### src/rtl/craps_pkg.sv
// Shared types and constants for the craps game controller.
// CRAPS_LFSR_DICE_EN selects the LFSR dice engine in dice_gen.
package craps_pkg;

    typedef enum logic [1:0] {
        IDLE    = 2'd0,
        ROLLING = 2'd1,
        EVAL    = 2'd2,
        DONE    = 2'd3
    } state_t;

    localparam logic [3:0] DIE_MAX    = 4'd6;
    localparam logic [3:0] NAT_WIN_7  = 4'd7;
    localparam logic [3:0] NAT_WIN_11 = 4'd11;
    localparam logic [3:0] CRAPS_2    = 4'd2;
    localparam logic [3:0] CRAPS_3    = 4'd3;
    localparam logic [3:0] CRAPS_12   = 4'd12;

    // Taps 16,14,13,11 map to bits 15,13,12,10.
    localparam logic [15:0] LFSR_SEED = 16'hACE1;
    localparam logic [15:0] LFSR_TAPS = 16'hB400;

    function automatic logic [3:0] dice_sum(input logic [3:0] a, input logic [3:0] b);
        return a + b;
    endfunction

endpackage

### src/rtl/craps_game_ctrl_dice_gen.sv
// Dice engine: 36-step odometer by default, or LFSR sampling when
// CRAPS_LFSR_DICE_EN is defined.
module dice_gen
    import craps_pkg::*;
(
    input  logic       clk,
    input  logic       rst_n,
    input  logic       advance,
    input  logic       latch,
    output logic [3:0] dice1,
    output logic [3:0] dice2
);

`ifdef CRAPS_LFSR_DICE_EN
    logic [15:0] lfsr;
    logic [5:0]  idx;
    logic        unused_advance;

    assign unused_advance = advance;
    assign idx = 6'(lfsr % 16'd36);

    always_ff @(posedge clk or negedge rst_n) begin
        if (!rst_n) begin
            lfsr  <= LFSR_SEED;
            dice1 <= 4'd1;
            dice2 <= 4'd1;
        end else begin
            lfsr <= {lfsr[14:0], ^(lfsr & LFSR_TAPS)};
            if (latch) begin
                dice1 <= 4'(idx % 6'd6) + 4'd1;
                dice2 <= 4'(idx / 6'd6) + 4'd1;
            end
        end
    end
`else
    logic unused_latch;

    assign unused_latch = latch;

    // Dice pair is held directly as the odometer digits; 6,6 wraps to 1,1.
    always_ff @(posedge clk or negedge rst_n) begin
        if (!rst_n) begin
            dice1 <= 4'd1;
            dice2 <= 4'd1;
        end else if (advance) begin
            if (dice1 == DIE_MAX) begin
                dice1 <= 4'd1;
                dice2 <= (dice2 == DIE_MAX) ? 4'd1 : dice2 + 4'd1;
            end else begin
                dice1 <= dice1 + 4'd1;
            end
        end
    end
`endif

endmodule

### src/rtl/craps_game_ctrl.sv
// Craps game controller: button sync, roll FSM and come-out/point rules.
// Optional macro CRAPS_LFSR_DICE_EN switches the dice engine to an LFSR.
//
// state   | meaning
// IDLE    | waiting for a roll press (come-out or point phase)
// ROLLING | button held, dice advancing
// EVAL    | one cycle: score the dice against the rules
// DONE    | game over, win/lose held until the next press
module craps_game_ctrl
    import craps_pkg::*;
#(
    parameter int SYNC_STAGES = 2
) (
    input  logic       clk,
    input  logic       rst_n,
    input  logic       roll,
    output logic [3:0] dice1,
    output logic [3:0] dice2,
    output logic [3:0] point,
    output logic       point_active,
    output logic       win,
    output logic       lose
);

    logic [SYNC_STAGES-1:0] sync;
    logic       roll_s, roll_d, rise, fall;
    state_t     state, state_next;
    logic [3:0] point_next, sum;
    logic       point_active_next, win_next, lose_next;
    logic       advance, latch;

    always_ff @(posedge clk or negedge rst_n) begin
        if (!rst_n) begin
            sync   <= '0;
            roll_d <= 1'b0;
        end else begin
            sync   <= {sync[SYNC_STAGES-2:0], roll};
            roll_d <= roll_s;
        end
    end

    assign roll_s  = sync[SYNC_STAGES-1];
    assign rise    = roll_s & ~roll_d;
    assign fall    = ~roll_s & roll_d;
    // The falling-edge cycle does not count as a dice step.
    assign advance = (state == ROLLING) && !fall;
    assign latch   = (state == ROLLING) && fall;
    assign sum     = dice_sum(dice1, dice2);

    dice_gen u_dice_gen (
        .clk     (clk),
        .rst_n   (rst_n),
        .advance (advance),
        .latch   (latch),
        .dice1   (dice1),
        .dice2   (dice2)
    );

    always_ff @(posedge clk or negedge rst_n) begin
        if (!rst_n) begin
            state        <= IDLE;
            point        <= 4'd0;
            point_active <= 1'b0;
            win          <= 1'b0;
            lose         <= 1'b0;
        end else begin
            state        <= state_next;
            point        <= point_next;
            point_active <= point_active_next;
            win          <= win_next;
            lose         <= lose_next;
        end
    end

    always_comb begin
        state_next        = state;
        point_next        = point;
        point_active_next = point_active;
        win_next          = win;
        lose_next         = lose;
        case (state)
            IDLE: begin
                if (rise) state_next = ROLLING;
            end
            ROLLING: begin
                if (fall) state_next = EVAL;
            end
            EVAL: begin
                if (!point_active) begin
                    if (sum == NAT_WIN_7 || sum == NAT_WIN_11) begin
                        win_next   = 1'b1;
                        state_next = DONE;
                    end else if (sum == CRAPS_2 || sum == CRAPS_3 || sum == CRAPS_12) begin
                        lose_next  = 1'b1;
                        state_next = DONE;
                    end else begin
                        point_next        = sum;
                        point_active_next = 1'b1;
                        state_next        = IDLE;
                    end
                end else if (sum == point) begin
                    win_next          = 1'b1;
                    point_next        = 4'd0;
                    point_active_next = 1'b0;
                    state_next        = DONE;
                end else if (sum == NAT_WIN_7) begin
                    lose_next         = 1'b1;
                    point_next        = 4'd0;
                    point_active_next = 1'b0;
                    state_next        = DONE;
                end else begin
                    state_next = IDLE;
                end
            end
            DONE: begin
                if (rise) begin
                    state_next        = ROLLING;
                    win_next          = 1'b0;
                    lose_next         = 1'b0;
                    point_next        = 4'd0;
                    point_active_next = 1'b0;
                end
            end
            default: state_next = IDLE;
        endcase
    end

endmodule

### config.mk
export PLATFORM = sky130hd
export DESIGN_NAME = craps_game_ctrl
export DESIGN_NICKNAME = d
export VERILOG_FILES = /design/src/rtl/craps_pkg.sv /design/src/rtl/craps_game_ctrl_dice_gen.sv /design/src/rtl/craps_game_ctrl.sv
export SDC_FILE = /design/constraint.sdc
export NUM_CORES = 1
export LEC_CHECK = 0
export BUFFER_PORTS_ARGS = -buffer_cell sky130_fd_sc_hd__clkbuf_2
export CORE_MARGIN = 4
export CORE_UTILIZATION = 50
export CTS_BUF_LIST = sky130_fd_sc_hd__clkbuf_4
export DETAILED_ROUTE_END_ITERATION = 10
export PLACE_DENSITY = 0.69
export SYNTH_ARGS = -nofsm -noshare
export SYNTH_HDL_FRONTEND = slang
export SYNTH_SLANG_ARGS = --single-unit
### constraint.sdc
create_clock -name clk -period 6.6 [get_ports clk]
set_clock_uncertainty 0.05 [all_clocks]
set_input_delay 0.99 -clock clk [delete_from_list [all_inputs] [get_ports clk]]
set_output_delay 0.99 -clock clk [all_outputs]
set_load 0.05 [all_outputs]
* Word level (Yosys, flattened, before mapping)
Cells that the tools add are included.
** Word-level totals
- Bits in registers :: 20
- Logic and storage cells :: 86
** Cells by class
- Add/sub/neg operators :: 3
- Equal/unequal tests :: 22
- Multiplexer cells :: 34
- Bitwise gates (word level) :: 4
- Reductions and logical operators :: 14
** Operator list (count)
- $mux W4 :: 8
- $ne A3 B3 Y1 const B :: 7
- $mux W1 :: 14
- $mux W2 :: 7
- $eq A4 B3 Y1 const B :: 3
- $add A4 B1 Y4 const B :: 2
- $eq A4 B2 Y1 const B :: 2
- $eq A4 B4 Y1 const B :: 2
- $pmux W4 S2 :: 1
- $pmux W1 S2 :: 3
- $pmux W2 S3 :: 1
- $reduce_and A2 Y1 :: 3
- $reduce_and A6 Y1 :: 1
- $reduce_and A5 Y1 :: 1
- $add A4 B4 Y4 :: 1
- $eq A2 B2 Y1 const B :: 2
- $eq A4 B4 Y1 :: 1
- $ne A2 B2 Y1 const B :: 2
- $ne A4 B4 Y1 const B :: 1
- $reduce_and A4 Y1 :: 1
- $logic_or A1 B1 Y1 :: 3
- $and A1 B1 Y1 :: 2
- $eq A2 B1 Y1 const B :: 1
- $logic_not A2 Y1 :: 1
- 6 further kinds :: 7

* Depth between registers and ports, before layout
- Word-level depth :: 8
- Depth in mapped cells :: 8
- Depth with buffers taken out :: 8

* Hierarchy
Synthesis repeated with hierarchy kept, for this count alone.
** Unflattened totals
- Cell total of the unflattened synthesis :: 138
- Area total of the unflattened synthesis :: 1452.6 um^2
** Modules (own cells, without submodules)
- craps_game_ctrl :: instances 1, cells an instance 103, area each 1064.8 um^2, sequential area each 300.3 um^2
- dice_gen :: instances 1, cells an instance 35, area each 387.9 um^2, sequential area each 202.7 um^2

* Least setup slack after synthesis
No wires, ideal clock.
- Path kind :: reg-to-reg
- Start point :: register u_dice_gen.dice1[0]
- End point :: register point[0]
- Arrival time :: 2.527 ns
- Data required time :: 6.424 ns
- Path slack :: 3.897 ns
- Cell stages (with the launch flop) :: 9
- Path through :: dfstp_2 -> ha_1 -> fa_1 -> clkbuf_1 -> xor2_1 -> nor3_2 -> and2_4 -> o32ai_2 -> a221o_1
** On the way
- Longest elaborated chain between the ends :: 6
** Ends and longest elaborated chain
- start, declared :: RTL line craps_game_ctrl_dice_gen.sv:10 : output logic [3:0] dice1,
- start signal, assigned :: RTL line craps_game_ctrl_dice_gen.sv:50 : dice1 <= dice1 + 4'd1;
- $add A4 B4 Y4 (*) :: RTL line craps_pkg.sv:24 : return a + b;
- $eq A4 B2 Y1 :: RTL line craps_game_ctrl.sv:93 : end else if (sum == CRAPS_2 || sum == CRAPS_3 || sum == CRAPS_12) begin
- $logic_or A1 B1 Y1 (2 in a row) :: RTL line craps_game_ctrl.sv:93
- $ne A3 B3 Y1 (no source line)
- $reduce_and A5 Y1 (no source line)
- end signal, assigned :: RTL line craps_game_ctrl.sv:68 : point <= point_next;
- end, declared :: RTL line craps_game_ctrl.sv:19 : output logic [3:0] point,
Mark *: on every way between the ends. The rest lies on a longest branch, timed or not. The select of a mux whose other input is x is not followed.
A chain may end at the register's enable or synchronous reset.

* Worst setup path after layout
- Start point :: register u_dice_gen.dice1[0]
- End point :: register point[2]
Same word-level chain as after synthesis.

==> results.cfg <==
[worst_setup_path]
cp_data_arrival_time_ns = 2.82
critical_path_class = reg -> reg
cp_slowest_stage_delay_ns = 0.44
crit_chain = ha_1 -> fa_1 -> xnor2_2 -> xnor2_1 -> nor3_2 -> and2_4 -> o32ai_2 -> a221o_1
crit_buf_inv = 0
cp_slowest_cell = fa_1
startpoint_type = flip-flop
cp_max_fo = 9
cp_top_family = adder cells
crit_required_ns = 6.74
cp-end-kind = flip-flop

[clock_tree]
cts_resized = 0
cts.sinks = 20
cts_htree_levels = 1
cts_tree = built
clk_latency_ns = 0.30
clk_pin_slew_ns = 0.12
clockBufferDepth = 2
cts_buffers = 3
cts-root-buf = clkbuf_4
post-cts-setup-buffer-count = 0
hold_buffers = 0

[power]
finalPower_uw = 865
internal_power_uw = 431
power_frac_comb_pct = 62.0
pwr-share-clk_pct = 11.6
seq_power_share_pct = 26.3
p_sw_share_pct = 50.2
p_per_area_nw_per_um2 = 569
p_leak_uw = 0.000717
ir_drop_mv = 0.329
p_sw_uw = 434

[synth]
syn_area_um2 = 1360
yosysWarnings = 0
yosysSeqAreaShare_pct = 37.1
synth_top_area_share_pct = 33.2
synth_area_leaders = dfrtp_1 (33%), ha_1 (6.5%), dfstp_2 (3.9%)
ys_seq_elements = 20
async_flop_share_pct = 100
synth_edf_count = 0
synth_flop_cell = dfrtp_1
ys_top_cells_by_count = dfrtp_1 (18), o21ai_0 (9), nand2_1 (8), nor2_1 (8)
synth.net_count = 147
synth_area_leader_cell = dfrtp_1
ys_types = 47
avgSynthCellArea_um2 = 9.97
yosysMostFrequentCell = dfrtp_1
syn_inst = 136

[timing]
timing.fmax_ghz = 0.373
rsz0062_at_grt = false
final_period_minus_worst_setup_slack_ns = 2.68
drv_slew = 0
period_share_pct = 40.6
worstMarginPinSlew_ns = 0.672
hold_viol = 0
setup_tns_ns = 0
setup_violations = 0
slew_headroom_pct = 55.1

[route]
first_iter_violations = 45
drt-pass1-iter-count = 4
num_vias = 1075
wl_per_cell_um = 14.8
wl_met2_mm = 1.27
routed-wl-met3_um = 87
wirelength_mm = 2.73
top_layer_used = met4
drcViolationCount = 0
drt.antenna.violating_nets = 0
avgViaCountPerCell = 5.84
wl_met1_mm = 1.36

[die]
die-area_um2 = 3610
num_rows = 18
core_um2 = 2520
io_pins = 18
initial_core_util_pct = 53.8
die_h_um = 60.1
dieWidth_um = 60.1

[layout]
area_delta_synth_final_pct = 12.1
stdcell_area_um2 = 1520
final_cells = 184
nets = 166
utilization_pct = 60.3
fill_cells = 224
drive_gt1_share_pct = 22.1
n_antenna_cell = 0

[global_routing]
grt_pass1_vias = 1011
track_usage_pct = 17.3
grt-ovfl-total = 0
grt_max_degree = 21
antenna_found_initial = 0
grt_pass1_wl_mm = 4.77

[run]
cap_violations = 0

[min_path]
hp-class = reg -> reg

[status]
status = finished clean

[placement]
placed_cell_area_um2 = 1470
dp.cells = 180
placement.io_buffers = 17
hpwl_mm = 2.09
place_congestion = 0.845
-- cells by family (layout without fill, tap and decap cells) --
kind of cell               count (synthesis)  after routing  share of synthesized area (%)
and+or+nand+nor                           49             49                           21.0
DFF                                       20             20                           37.1
muxes                                      2              2                           1.57
AOI/OAI and AO/OA                         35             35                           18.9
xor gates and xnor gates                  13             13                           11.0
buffers and inverters                      9             27                           2.49
adders and majority gates                  8              8                           7.93
-- power groups by stage --
| stage | clock [uW] | combinational (uW) | sequential (uW) |
|---|---|---|---|
| CTS | 104 | 537 | 227 |
| global route | 110 | 586 | 237 |
| finish | 101 | 537 | 228 |
| detailed placement | 0 | 536 | 230 |
| global placement | 0 | 530 | 226 |
| floorplan | 0 | 338 | 314 |
-- worst reg2reg max path, cell delays in order (launching register included) --
cell     delay (ns)
dfstp_2        0.43
ha_1           0.23
fa_1           0.44
xnor2_2        0.38
xnor2_1        0.15
nor3_2         0.27
and2_4         0.20
o32ai_2        0.10
a221o_1        0.32
-- stage by stage --
step           hold WS [ns]  worst slack [ns]
2_1_floorplan         0.281              3.90
3_3_place_gp          0.285              3.99
3_5_place_dp          0.290              3.96
4_1_cts               0.318              3.94
5_1_grt               0.346              3.75
6_report              0.315              3.92
-- flip-flops by register name (all words and copies together) (netlist names) --
| register | count |
|---|---|
| win | 1 |
| lose | 1 |
| point_active | 1 |
| point | 4 |
| u_dice_gen.dice1 | 4 |
| sync | 2 |
| state | 2 |
| u_dice_gen.dice2 | 4 |
| roll_d | 1 |
-- routing by layer --
layer / global-route usage, % / up-vias
met3: 2.16 / 2
li1: - / 532
met5: 0 / -
met4: 5.70 / 0
met1: 24.6 / 525
met2: 26.9 / 16
-- worst paths after layout --
| path | start | to | slack (ns) | cells after the start |
|---|---|---|---|---|
| worst min register to register | sync[0] | sync[1] | 0.32 | 0 |
| worst max-delay path | u_dice_gen.dice1[0] | point[2] | 3.92 | 8 |
| worst min-delay path | sync[0] | sync[1] | 0.32 | 0 |
| min in group asynchronous | rst_n | u_dice_gen.dice2[3] | 0.58 | 1 |
| max in group asynchronous | rst_n | u_dice_gen.dice1[0] | 5.55 | 1 |
| worst max register to register | u_dice_gen.dice1[0] | point[2] | 3.92 | 8 |
-- layout make-up --
cell class / count / area [um^2] / area share, %
Multi-Input combinational cell: 107 / 820 / 53.9
Clock inverter: 1 / 30.0 / 1.98
Sequential cell: 20 / 503 / 33.1
Inverter: 6 / 22.5 / 1.48
Tap cell: 30 / 37.5 / 2.47
Timing Repair Buffer: 17 / 85.1 / 5.60
Clock buffer: 3 / 22.5 / 1.48
-- cells in the final DEF, fill, tap and decap left out, types with 2 or more instances in the layout --
| cell type | synthesis | layout |
|---|---|---|
| clkbuf_4 | 0 | 3 |
| o21ai_1 | 3 | 3 |
| xnor2_1 | 4 | 4 |
| and2_4 | 2 | 2 |
| nand2_1 | 8 | 8 |
| nor2b_1 | 2 | 2 |
| dfrtp_1 | 18 | 18 |
| clkbuf_2 | 0 | 17 |
| nor2_1 | 8 | 8 |
| o21ai_0 | 9 | 9 |
| nand4_1 | 2 | 2 |
| xor2_1 | 6 | 6 |
| nor3_1 | 2 | 2 |
| a21oi_1 | 2 | 2 |
| dfstp_2 | 2 | 2 |
| xnor3_1 | 2 | 2 |
| nor3b_2 | 2 | 2 |
| ha_1 | 7 | 7 |
| a221o_1 | 4 | 4 |
| o211ai_1 | 2 | 2 |
| o22ai_1 | 2 | 2 |
| and3_1 | 2 | 2 |
| nand3_1 | 7 | 7 |
| inv_1 | 6 | 6 |
| and2_1 | 6 | 6 |
| a31oi_1 | 3 | 3 |
Power figures use the tool's default switching activity.
